--- src/rtl/uart_rx_sequencer_if.sv ---
// Handshake bundle between the filtered serial line, the receive sequencer and the byte consumer.
// The master side is the sequencer; the slave side is the line driver plus the consumer.
interface uart_rx_sequencer_if #(
  parameter int unsigned DATA_BITS = 8
) ();
  logic                 rxIn;
  logic [DATA_BITS-1:0] dataOut;
  logic                 validOut;
  logic                 readyIn;
  logic                 frameErrOut;
  logic                 overrunOut;
  logic                 busyOut;

  modport master (
    input  rxIn,
    input  readyIn,
    output dataOut,
    output validOut,
    output frameErrOut,
    output overrunOut,
    output busyOut
  );

  modport slave (
    output rxIn,
    output readyIn,
    input  dataOut,
    input  validOut,
    input  frameErrOut,
    input  overrunOut,
    input  busyOut
  );
endinterface

--- src/rtl/uart_rx_sequencer.sv ---
// Receive sequencer: start detect, mid-bit sampling, LSB-first assembly, and a single-entry
// valid/ready holding register with framing and overrun pulses.
module uart_rx_sequencer #(
  parameter int unsigned CLKS_PER_BIT = 434,
  parameter int unsigned DATA_BITS    = 8
) (
  input logic                 clkIn,
  input logic                 nResetIn,
  uart_rx_sequencer_if.master bus
);

  localparam int unsigned CntW = $clog2(CLKS_PER_BIT);
  localparam int unsigned BitW = (DATA_BITS > 1) ? $clog2(DATA_BITS) : 1;

  // Counter values seen on the sampling edge: the counter restarts at 0 on each transition.
  localparam logic [CntW-1:0] HalfLast = CntW'(CLKS_PER_BIT / 2 - 1);
  localparam logic [CntW-1:0] FullLast = CntW'(CLKS_PER_BIT - 1);
  localparam logic [BitW-1:0] BitLast  = BitW'(DATA_BITS - 1);

  typedef enum logic [2:0] {
    StIdle,
    StStart,
    StData,
    StStop,
    StBreak
  } state_e;

  state_e               state_q, state_d;
  logic [CntW-1:0]      cnt_q, cnt_d;
  logic [BitW-1:0]      bit_q, bit_d;
  logic [DATA_BITS-1:0] shift_q, shift_d;
  logic [DATA_BITS-1:0] data_q, data_d;
  logic                 valid_q, valid_d;
  logic                 frame_err_q, frame_err_d;
  logic                 overrun_q, overrun_d;
  logic                 word_done;

  always_comb begin
    state_d     = state_q;
    cnt_d       = cnt_q + CntW'(1);
    bit_d       = bit_q;
    shift_d     = shift_q;
    frame_err_d = 1'b0;
    word_done   = 1'b0;

    unique case (state_q)
      StIdle: begin
        cnt_d = '0;
        if (!bus.rxIn) begin
          state_d = StStart;
          bit_d   = '0;
        end
      end
      StStart: begin
        if (cnt_q == HalfLast) begin
          cnt_d = '0;
          if (bus.rxIn) begin
            state_d = StIdle;
          end else begin
            state_d = StData;
            bit_d   = '0;
          end
        end
      end
      StData: begin
        if (cnt_q == FullLast) begin
          cnt_d   = '0;
          shift_d = {bus.rxIn, shift_q[DATA_BITS-1:1]};
          if (bit_q == BitLast) begin
            state_d = StStop;
          end else begin
            bit_d = bit_q + BitW'(1);
          end
        end
      end
      StStop: begin
        if (cnt_q == FullLast) begin
          cnt_d = '0;
          if (bus.rxIn) begin
            word_done = 1'b1;
            state_d   = StIdle;
          end else begin
            frame_err_d = 1'b1;
            state_d     = StBreak;
          end
        end
      end
      StBreak: begin
        // Held-low line yields a single framing pulse; wait for the line to recover.
        cnt_d = '0;
        if (bus.rxIn) begin
          state_d = StIdle;
        end
      end
      default: begin
        state_d = StIdle;
        cnt_d   = '0;
      end
    endcase
  end

  always_comb begin
    data_d    = data_q;
    valid_d   = valid_q;
    overrun_d = 1'b0;
    if (word_done) begin
      // An accept on the completion edge frees the slot for the new word.
      if (!valid_q || bus.readyIn) begin
        data_d  = shift_q;
        valid_d = 1'b1;
      end else begin
        overrun_d = 1'b1;
      end
    end else if (valid_q && bus.readyIn) begin
      valid_d = 1'b0;
    end
  end

  always_ff @(posedge clkIn) begin
    if (!nResetIn) begin
      state_q     <= StIdle;
      cnt_q       <= '0;
      bit_q       <= '0;
      shift_q     <= '0;
      data_q      <= '0;
      valid_q     <= 1'b0;
      frame_err_q <= 1'b0;
      overrun_q   <= 1'b0;
    end else begin
      state_q     <= state_d;
      cnt_q       <= cnt_d;
      bit_q       <= bit_d;
      shift_q     <= shift_d;
      data_q      <= data_d;
      valid_q     <= valid_d;
      frame_err_q <= frame_err_d;
      overrun_q   <= overrun_d;
    end
  end

  assign bus.dataOut     = data_q;
  assign bus.validOut    = valid_q;
  assign bus.frameErrOut = frame_err_q;
  assign bus.overrunOut  = overrun_q;
  assign bus.busyOut     = (state_q != StIdle);

  a_data_stable: assert property (@(posedge clkIn) disable iff (!nResetIn)
    valid_q && !bus.readyIn |=> valid_q && $stable(data_q));

endmodule

--- src/flat_wrapper.sv ---
// flat-port wrapper written by rule: the top's interface ports become plain ports
module uart_rx_sequencer_flat 
#(
  parameter int unsigned CLKS_PER_BIT = 434,
  parameter int unsigned DATA_BITS    = 8
)
  (clkIn, nResetIn, bus_rxIn, bus_readyIn, bus_dataOut, bus_validOut, bus_frameErrOut, bus_overrunOut, bus_busyOut);
  uart_rx_sequencer_if #(.DATA_BITS(DATA_BITS)) bus_i ();
  input logic clkIn;
  input logic nResetIn;
  input wire logic [$bits(bus_i.rxIn)-1:0] bus_rxIn;
  input wire logic [$bits(bus_i.readyIn)-1:0] bus_readyIn;
  output wire logic [$bits(bus_i.dataOut)-1:0] bus_dataOut;
  output wire logic [$bits(bus_i.validOut)-1:0] bus_validOut;
  output wire logic [$bits(bus_i.frameErrOut)-1:0] bus_frameErrOut;
  output wire logic [$bits(bus_i.overrunOut)-1:0] bus_overrunOut;
  output wire logic [$bits(bus_i.busyOut)-1:0] bus_busyOut;
  assign bus_i.rxIn = bus_rxIn;
  assign bus_i.readyIn = bus_readyIn;
  assign bus_dataOut = bus_i.dataOut;
  assign bus_validOut = bus_i.validOut;
  assign bus_frameErrOut = bus_i.frameErrOut;
  assign bus_overrunOut = bus_i.overrunOut;
  assign bus_busyOut = bus_i.busyOut;
  uart_rx_sequencer #(.CLKS_PER_BIT(CLKS_PER_BIT), .DATA_BITS(DATA_BITS)) u_core (.clkIn(clkIn), .nResetIn(nResetIn), .bus(bus_i));
endmodule
--- config.mk ---
export PLATFORM = sky130hd
export DESIGN_NAME = uart_rx_sequencer_flat
export DESIGN_NICKNAME = d
export VERILOG_FILES = /design/src/rtl/uart_rx_sequencer_if.sv /design/src/rtl/uart_rx_sequencer.sv /design/src/flat_wrapper.sv
export SDC_FILE = /design/constraint.sdc
export NUM_CORES = 1
export LEC_CHECK = 0
export CORE_ASPECT_RATIO = 1.2
export CORE_MARGIN = 3
export CORE_UTILIZATION = 40
export DETAILED_ROUTE_END_ITERATION = 16
export GPL_ROUTABILITY_DRIVEN = 0
export PLACE_DENSITY = 0.7
export SYNTH_ARGS = -nofsm -noshare
export SYNTH_HDL_FRONTEND = slang
export SYNTH_SLANG_ARGS = --single-unit
--- constraint.sdc ---
create_clock -name clkIn -period 1.81 [get_ports clkIn]
set_input_delay 0.543 -clock clkIn [delete_from_list [all_inputs] [get_ports clkIn]]
set_output_delay 0.543 -clock clkIn [all_outputs]
set_load 0.05 [all_outputs]
---- Word level (Yosys, flattened, before mapping) ----
Cells that the tools add are included.
Widths: inputs -> output; s select.
cells by class
  add/sub/neg operators ................... 2
  eq/ne operators ......................... 15
  muxes and demuxes ....................... 25
  reduce and logical (&&, ||, !) cells .... 15
operators by type and width
  kind                 count
  $mux 3               11
  $mux 9               2
  $pmux 9 s2           1
  $pmux 3 s5           1
  $add 9x1->9 const B  1
  $eq 9x8->1 const B   1
  $eq 9x9->1 const B   1
  $pmux 3 s3           1
  $mux 1               8
  $ne 2x1->1 const B   4
  $ne 2x2->1 const B   4
  $reduce_and 2->1     4
  $eq 3x2->1 const B   2
  $eq 3x3->1 const B   2
  $reduce_and 6->1     1
  $reduce_bool 3->1    2
  $reduce_and 4->1     1
  $add 3x1->3 const B  1
  $eq 3x1->1 const B   1
  $logic_not 3->1      1
  $reduce_and 3->1     1
  $mux 2               1
  $reduce_bool 2->1    1
  $reduce_or 2->1      1
  3 further kinds      3
word-level totals
  register bits after elaboration ......... 34
  output and inout bits ................... 12
  word-level logic and storage cells ...... 65

---- Logic depth before layout (Yosys ltp) ----
Gate-level depths: netlist (run 1).
  word-level depth ........................ 5
  gate-level depth with buffers ........... 7
  gate-level depth less buffers ........... 6

---- Worst setup path after synthesis (run 1) ----
OpenSTA, ideal clock, no wires.
  path kind ............................... flip-flop to flip-flop
  start point ............................. register u_core.valid_q (netlist: u_core.bus.validOut)
  end point ............................... register u_core.data_q[2] (netlist: u_core.bus.dataOut[2])
  data arrival time ....................... 1.502 ns
  required time ........................... 1.678 ns
  setup slack ............................. 0.176 ns
  cell stages (with the launch flop) ...... 7
  buffers on the path ..................... 2
  clock period less this slack ............ 1.634 ns
  cell sequence ........................... dfxtp_1 > nor2b_1 > clkbuf_1 > and3b_1 > clkbuf_1 > nand3_1 > a21oi_1
between the ends
  cells in the longest elaborated chain, start to end .. 3
ends and longest elaborated chain
  element                            line                      RTL
  start: declaration                 uart_rx_sequencer.sv:33   logic valid_q, valid_d;
  start signal: assignment           uart_rx_sequencer.sv:135  valid_q <= valid_d;
  $logic_not 1->1                    uart_rx_sequencer.sv:108  if (!valid_q || bus.readyIn) begin
  $logic_or 1x1->1                   uart_rx_sequencer.sv:108
  $reduce_and 2->1 (no source line)  n/a
  end signal: assignment             uart_rx_sequencer.sv:134  data_q <= data_d;
  end: declaration                   uart_rx_sequencer.sv:32   logic [DATA_BITS-1:0] data_q, data_d;
Every way passes these cells.
A chain may end at the register's enable or synchronous reset.

---- Worst setup path in the final report (run 1) ----
  start point ............................. register u_core.state_q[1]
  end point ............................... output bus_busyOut
between the ends
  cells in the longest elaborated chain, start to end .. 1
ends and longest elaborated chain
  element                   line                      RTL
  start: declaration        uart_rx_sequencer.sv:28   state_e state_q, state_d;
  start signal: assignment  uart_rx_sequencer.sv:121  state_q <= StIdle;
  start signal: assignment  uart_rx_sequencer.sv:130  state_q <= state_d;
  $reduce_bool 3->1         uart_rx_sequencer.sv:145  assign bus.busyOut = (state_q != StIdle);
  end: declaration          flat_wrapper.sv:17        output wire logic [$bits(bus_i.busyOut)-1:0] bus_busyOut;
Every way passes these cells.

==> results of run 1 <==
cells by family after synthesis:
| family | Yosys count | synth area share (%) |
|---|---|---|
| multiplexers | 11 | 7.11 |
| AND/OR/NAND/NOR | 66 | 23.9 |
| AO/OA/AOI/OAI | 27 | 11.1 |
| XOR/XNOR | 7 | 3.96 |
| buffers and inverters | 17 | 5.90 |
| adder cells (fa/ha/maj) | 5 | 4.04 |
| flip-flops | 34 | 44.0 |
what timing repair did:
action,CTS,global route
setup endpoints to repair,1,1
hold buffers,0,0
gates resized for setup,1,3
placed cells by master, fill, tap and decap left out, drive strengths merged, types with 2 or more instances in the layout:
master         netlist  final
nand3               14     14
nor2b                2      2
dfxtp               34     34
mux2i               11     11
clkdlybuf4s50        0      3
a21oi               10     10
inv                  6      6
nor2                21     21
o21ai               10     10
and3                 4      4
ha                   5      5
xnor2                5      5
nand2                6      6
and4bb               2      2
nor3                 3      3
clkbuf               5      8
xor2                 2      2
nand4                4      4
buf                  6     23
state kept, by name, summed over array words and instances (netlist names):
name	count
u_core.bus.validOut	1
u_core.shift_q	8
u_core.bus.frameErrOut	1
u_core.bus.dataOut	8
u_core.cnt_q	9
u_core.state_q	3
u_core.bus.overrunOut	1
u_core.bit_q	3
cell type report:
| class | instances | area, um2 |
|---|---|---|
| repair buffers | 26 | 219 |
| inverters | 6 | 22.5 |
| multi-input cells | 116 | 776 |
| flip-flops and latches | 34 | 686 |
| clock buffers | 8 | 110 |
| fillers | 350 | 1790 |
| well taps | 52 | 65.1 |
worst min-delay path, stage by stage, from the launching register on:
cell and delay (ns):
dfxtp_1 0.31, nand2_1 0.06, mux2i_1 0.05
routing by layer:
layer	up-vias	track usage [%]	part of all wire [%]
met2	23	25.8	51
met5	-	0	0
li1	624	-	-
met4	0	8.82	3.4
met1	581	14.3	41
met3	11	4.68	4.2
metrics by stage:
step	setup TNS, ns	utilization, %	area (um2)	setup slack (ns)	cells
global route	-0.00836	51.3	1880	-0.00836	242
finish	0	51.3	1880	0.0416	242
detailed placement	-0.920	48.0	1760	-0.106	234
CTS	0	51.1	1870	0.0121	242
global placement	-0.435	48.0	1760	-0.0450	234
floorplan	0	-	1550	0.176	167
power groups by stage:
stage | logic [W] | clock network [W] | registers (W)
final | 0.0000819 | 0.000639 | 0.000756
after global routing | 0.0000883 | 0.000692 | 0.000756
after CTS | 0.0000808 | 0.000664 | 0.000757
after detailed placement | 0.0000801 | 0 | 0.000774
after global placement | 0.0000773 | 0 | 0.000773
after floorplan | 0.0000501 | 0 | 0.000770
worst paths after layout:
path | start | endpoint | slack, ns | cells past startpoint
setup reg to reg | u_core.cnt_q[0] | u_core.bit_q[1] | 0.16 | 7
hold / removal | u_core.bit_q[2] | u_core.bit_q[2] | 0.47 | 2
hold reg to reg | u_core.bit_q[2] | u_core.bit_q[2] | 0.47 | 2
setup / recovery | u_core.state_q[1] | bus_busyOut | 0.04 | 2
==> impl_results.md, run 1 <==
* Fin. Hold Viols at 0
* Area Overhead vs Synth at 21.3%
* Clk Latency, worst-skew pair at about 0.28 ns
* Switching power at approximately 0.00031 W
* Crit Path Category: flip-flop to output port
* DIE WIDTH at 62.8 um
* Outcome: completed
* HPWL Detailed at 2160 um
* Cell accounting for the most synthesized area: dfxtp_1
* Vias in the first global route at 1,230
* Final Net Count at 198
* Sequential fraction of the synthesis area at 44.0%
* Power Density at 786 nW/um2
* Standard-cell rows at 24
* Dominant delay contributor by cell family on the critical path: simple AND/OR/NAND/NOR gates
* Period utilization at 97.7%
* Synth cell types at slightly above 40
* Top-count cell post-synth: dfxtp_1
* Starting density of the core at 42.2%
* Cell area after synthesis at 1550 um2
* Layout cells sized above 1 at 21.6%
* Tot Pwr at between 0.001 and 0.0015 W
* YS warnings at 0
* CTS Buf Count at 5
* H-tree levels at 2
* Share of the synthesized area in the top cell type at 44.0%
* Final Routed Wirelength at 2980 um
* Switching share of total power at 20.7%
* CP endpoint kind: output port
* DRC at 0
* Net Count, Synth at 176
* Min Hold Slack at 0.470 ns
* Clk_skew at 0.00439 ns
* Core region area at 3660 um2
* Die area at approximately 4700 um2
* # Max-Cap Violations at 0
* Drt via density at 5.12
* FMAX at 565 MHz
* WP buf/inv at 1
* Tot GR Track Use at 14.2%
* First-pass DRT Iterations at 4
* Setup Fix Bufs, Post-CTS at 0
* Seq cells post-synth at 34
* Pin count of the biggest net entering global routing at 19
* Post-Syn Instances at around 170
* Comb pwr share at 5.5%
* CTS sink count at 34
* Type of origin of the critical path: flip-flop
* Syn_area_per_cell at 9.27 um2
* Lkg Pwr at 0.775 nW
* CTS tree: done
* Commonest register cell after synthesis: dfxtp_1
* Endpoints failing setup at 0
* Int Pwr at between 0.001 and 0.0015 W
* CTS clk-pin slew, worst paths at 0.06 ns
* Final worst path period need at 1.77 ns
* First-pass GRT wire length at 5240 um
* Slew HR at 76.0%
* Sequential Power Share at 51.2%
* Initial antenna violation count at 0
* Slew @ Worst Pin at approximately 0.36 ns
* Worst IR Drop VDD at 0.504 mV
* I/O pin count at 16
* Min-delay worst type: flip-flop to flip-flop
* Bufs on Longest Clock Path at 2
* Worst path cell trace: or3_1 > buf_6
* Required time of the critical path at 1.27 ns
* Slowest stage delay, CP at between 0.3 and 0.4 ns
* Pins Over Slew Limit at 0
* Routed WL per cell at between 10 and 15 um
* Synth top area cells: dfxtp_1 (44%), mux2i_1 (7.1%), nor2_1 (5.1%)
* Die Ht at 74.1 um
* Crit Path Max Fanout at 12
* Share of flip-flops with an asynchronous set or reset at 0%
* CTS root buffer: clkbuf_8
* Grt ovf at 0
* Slowest CP cell: or3_1
* N_diodes at 0
* Starting DRT DRC Count at 46
* Final ANT Viol Nets at 0
* PortBufs at 15
* Post-synth EDFFs at 0
* Vias at 1,239
* Synth cell count leaders: dfxtp_1 (34), nor2_1 (21), nand3_1 (13)
* Clock power share at ~43%
* CP Data Arrival Time at around 1.2 ns
(Power assumes the default switching activity.)
==> run 2: changes to the inputs <==
clock period = 2.3 ns   (was 1.81 ns; I/O delays follow)
==> run 2 against run 1 <==
Combinational power decreased by 31%. Total power shrank 26%. Utilization is 1.2 points lower. Final cell count is 2.5% lower. Register-to-register slack improved by 0.35 ns. Via count decreased by 1.8%. Clock power down 31%. Hold slack got worse by 0.0021 ns. Critical endpoint is now bus_dataOut[4]. Largest cell class unchanged.
==> impl_results.md, run 2 (synthesis gave the netlist of run 1 again) <==
* Outcome: completed
* CTS tree: done
* Dominant delay contributor by cell family on the critical path: buffers and inverters
* Vias at 1,217
* Max reg flops at 9
* Routed met2 length at ~1400 um
* FMAX at between 400 and 500 MHz
* Worst IR Drop VDD at about 0.35 mV
* Biggest register: u_core.cnt_q
* Slew @ Worst Pin at 0.550 ns
* CTS root buffer: clkbuf_8
* Area Overhead vs Synth at 18.4%
* RSZ-0062 raised after global routing: no
* Min-delay worst type: flip-flop to flip-flop
* Lkg Pwr at 0.711 nW
* First-pass GRT wire length at 4950 um
* Final worst path period need at 2.12 ns
* Clk Latency, worst-skew pair at roughly 0.28 ns
* Pin count of the biggest net entering global routing at 13
* CTS Hold Bufs at 0
* Max Used Layer: met4
* DRC at 0
* Worst path cell trace: clkdlybuf4s50_1
* Grt ovf at 0
* CP endpoint kind: output port
* Initial antenna violation count at 0
* # Max-Cap Violations at 0
* I/O pin count at 16
* WP buf/inv at 1
* Final Routed Wirelength at 2870 um
* Setup TNS at 0 ns
* Tot Pwr at between 0.001 and 0.0015 W
* Layout cells sized above 1 at between 10 and 15%
* Slowest stage delay, CP at slightly above 0.8 ns
* Fin. Hold Viols at 0
* Register area at 681 um2
* First-pass DRT Iterations at 4
* Multi-input logic area at 776 um2
* DIE WIDTH at 62.8 um
* Starting density of the core at 42.2%
* Clk_skew at ~0.0065 ns
* Die area at 4650 um2
* Drt via density at between 5 and 6
* Starting DRT DRC Count at 44
* CTS clk-pin slew, worst paths at 0.06 ns
* Standard-cell rows at 24
* Routed WL per cell at 12.2 um
* Vias in the first global route at 1,137
* CP Data Arrival Time at roughly 1.4 ns
* HPWL Detailed at between 2000 and 2500 um
* PortBufs at 15
* Commonest non-fill, non-tap cell in the layout: dfxtp_1
* Final ANT Viol Nets at 0
* Crit Path Max Fanout at 2
* Setup Fix Bufs, Post-CTS at 0
* Die Ht at 74.1 um
* CTS sink count at 34
* Pins Over Slew Limit at 0
* Most frequent cells in the layout: dfxtp_1 (34), nor2_1 (21), clkdlybuf4s50_1 (14), nand3_1 (13), mux2i_1 (11)
* N_diodes at 0
* PostCTS Resize Cnt at 0
* Period utilization at 92.0%
* CTS Buf Count at 5
* Tot GR Track Use at 13.5%
* Power Density at 597 nW/um2
* Final Core Density at 50.0%
* Met3 wire length at 128 um
* Type of origin of the critical path: flip-flop
* Final Net Count at approximately 190
* Crit Path Category: flip-flop to output port
* Slowest CP cell: clkdlybuf4s50_1
* Endpoints failing setup at 0
* Core region area at 3660 um2
* H-tree levels at 2
* Layout fillers at 369
* M1 WL at 1260 um
* Bufs on Longest Clock Path at 2
* Required time of the critical path at 1.61 ns
* Slew HR at 62.9%
-- run 2: cell types whose count changed in the layout (fill, tap and decap cells not counted) --
cell | before | now
buf_4 | 21 | 5
clkdlybuf4s50_1 | 3 | 14
clkbuf_8 | 8 | 6
dfxtp_1 | 32 | 34
buf_6 | 1 | 0
clkbuf_1 | 0 | 1
clkinv_2 | 0 | 1
dfxtp_2 | 1 | 0
dfxtp_4 | 1 | 0
-- run 2: final timing paths --
check	from	endpoint	slack, ns	depth (start not counted)
setup / recovery	u_core.bus.dataOut[4]	bus_dataOut[4]	0.18	1
hold / removal	u_core.bus.dataOut[5]	u_core.bus.dataOut[5]	0.47	2
setup reg to reg	u_core.cnt_q[0]	u_core.cnt_q[6]	0.51	6
hold reg to reg	u_core.bus.dataOut[5]	u_core.bus.dataOut[5]	0.47	2
-- run 2: per-stage QoR --
stage | hold WS (ns) | instances | worst slack (ns) | area (um2)
2_1_floorplan | 0.438 | 167 | 0.574 | 1550
3_3_place_gp | 0.447 | 228 | 0.182 | 1740
3_5_place_dp | 0.458 | 228 | 0.0878 | 1740
4_1_cts | 0.470 | 236 | 0.174 | 1830
5_1_grt | 0.507 | 236 | 0.141 | 1830
6_report | 0.468 | 236 | 0.184 | 1830
-- run 2: layout make-up --
| cell class | count | share of cell area, % |
|---|---|---|
| timing repair buffer | 20 | 10.8 |
| tap | 52 | 3.55 |
| clock inverter | 1 | 0.273 |
| sequential | 34 | 37.1 |
| clock buffer | 7 | 4.71 |
| inverter | 6 | 1.23 |
| multi-input combinational | 116 | 42.3 |
-- run 2: layer usage --
layer / global-route usage, % / vias up
met3: 3.47 / 5
met4: 8.09 / 0
met2: 24.5 / 29
li1: - / 612
met5: 0 / -
met1: 14.2 / 571
-- run 2: tightest hold or removal path, delay by kind of cell, from the launching register on --
family / cells / cell delay [ns]
flip-flops: 1 / 0.30
AO/OA/AOI/OAI: 2 / 0.12
-- run 2: power breakdown --
part           switching [W]  internal [W]
registers         0.00000564      0.000592
clock network       0.000200      0.000241
logic              0.0000331     0.0000231
total               0.000239      0.000856
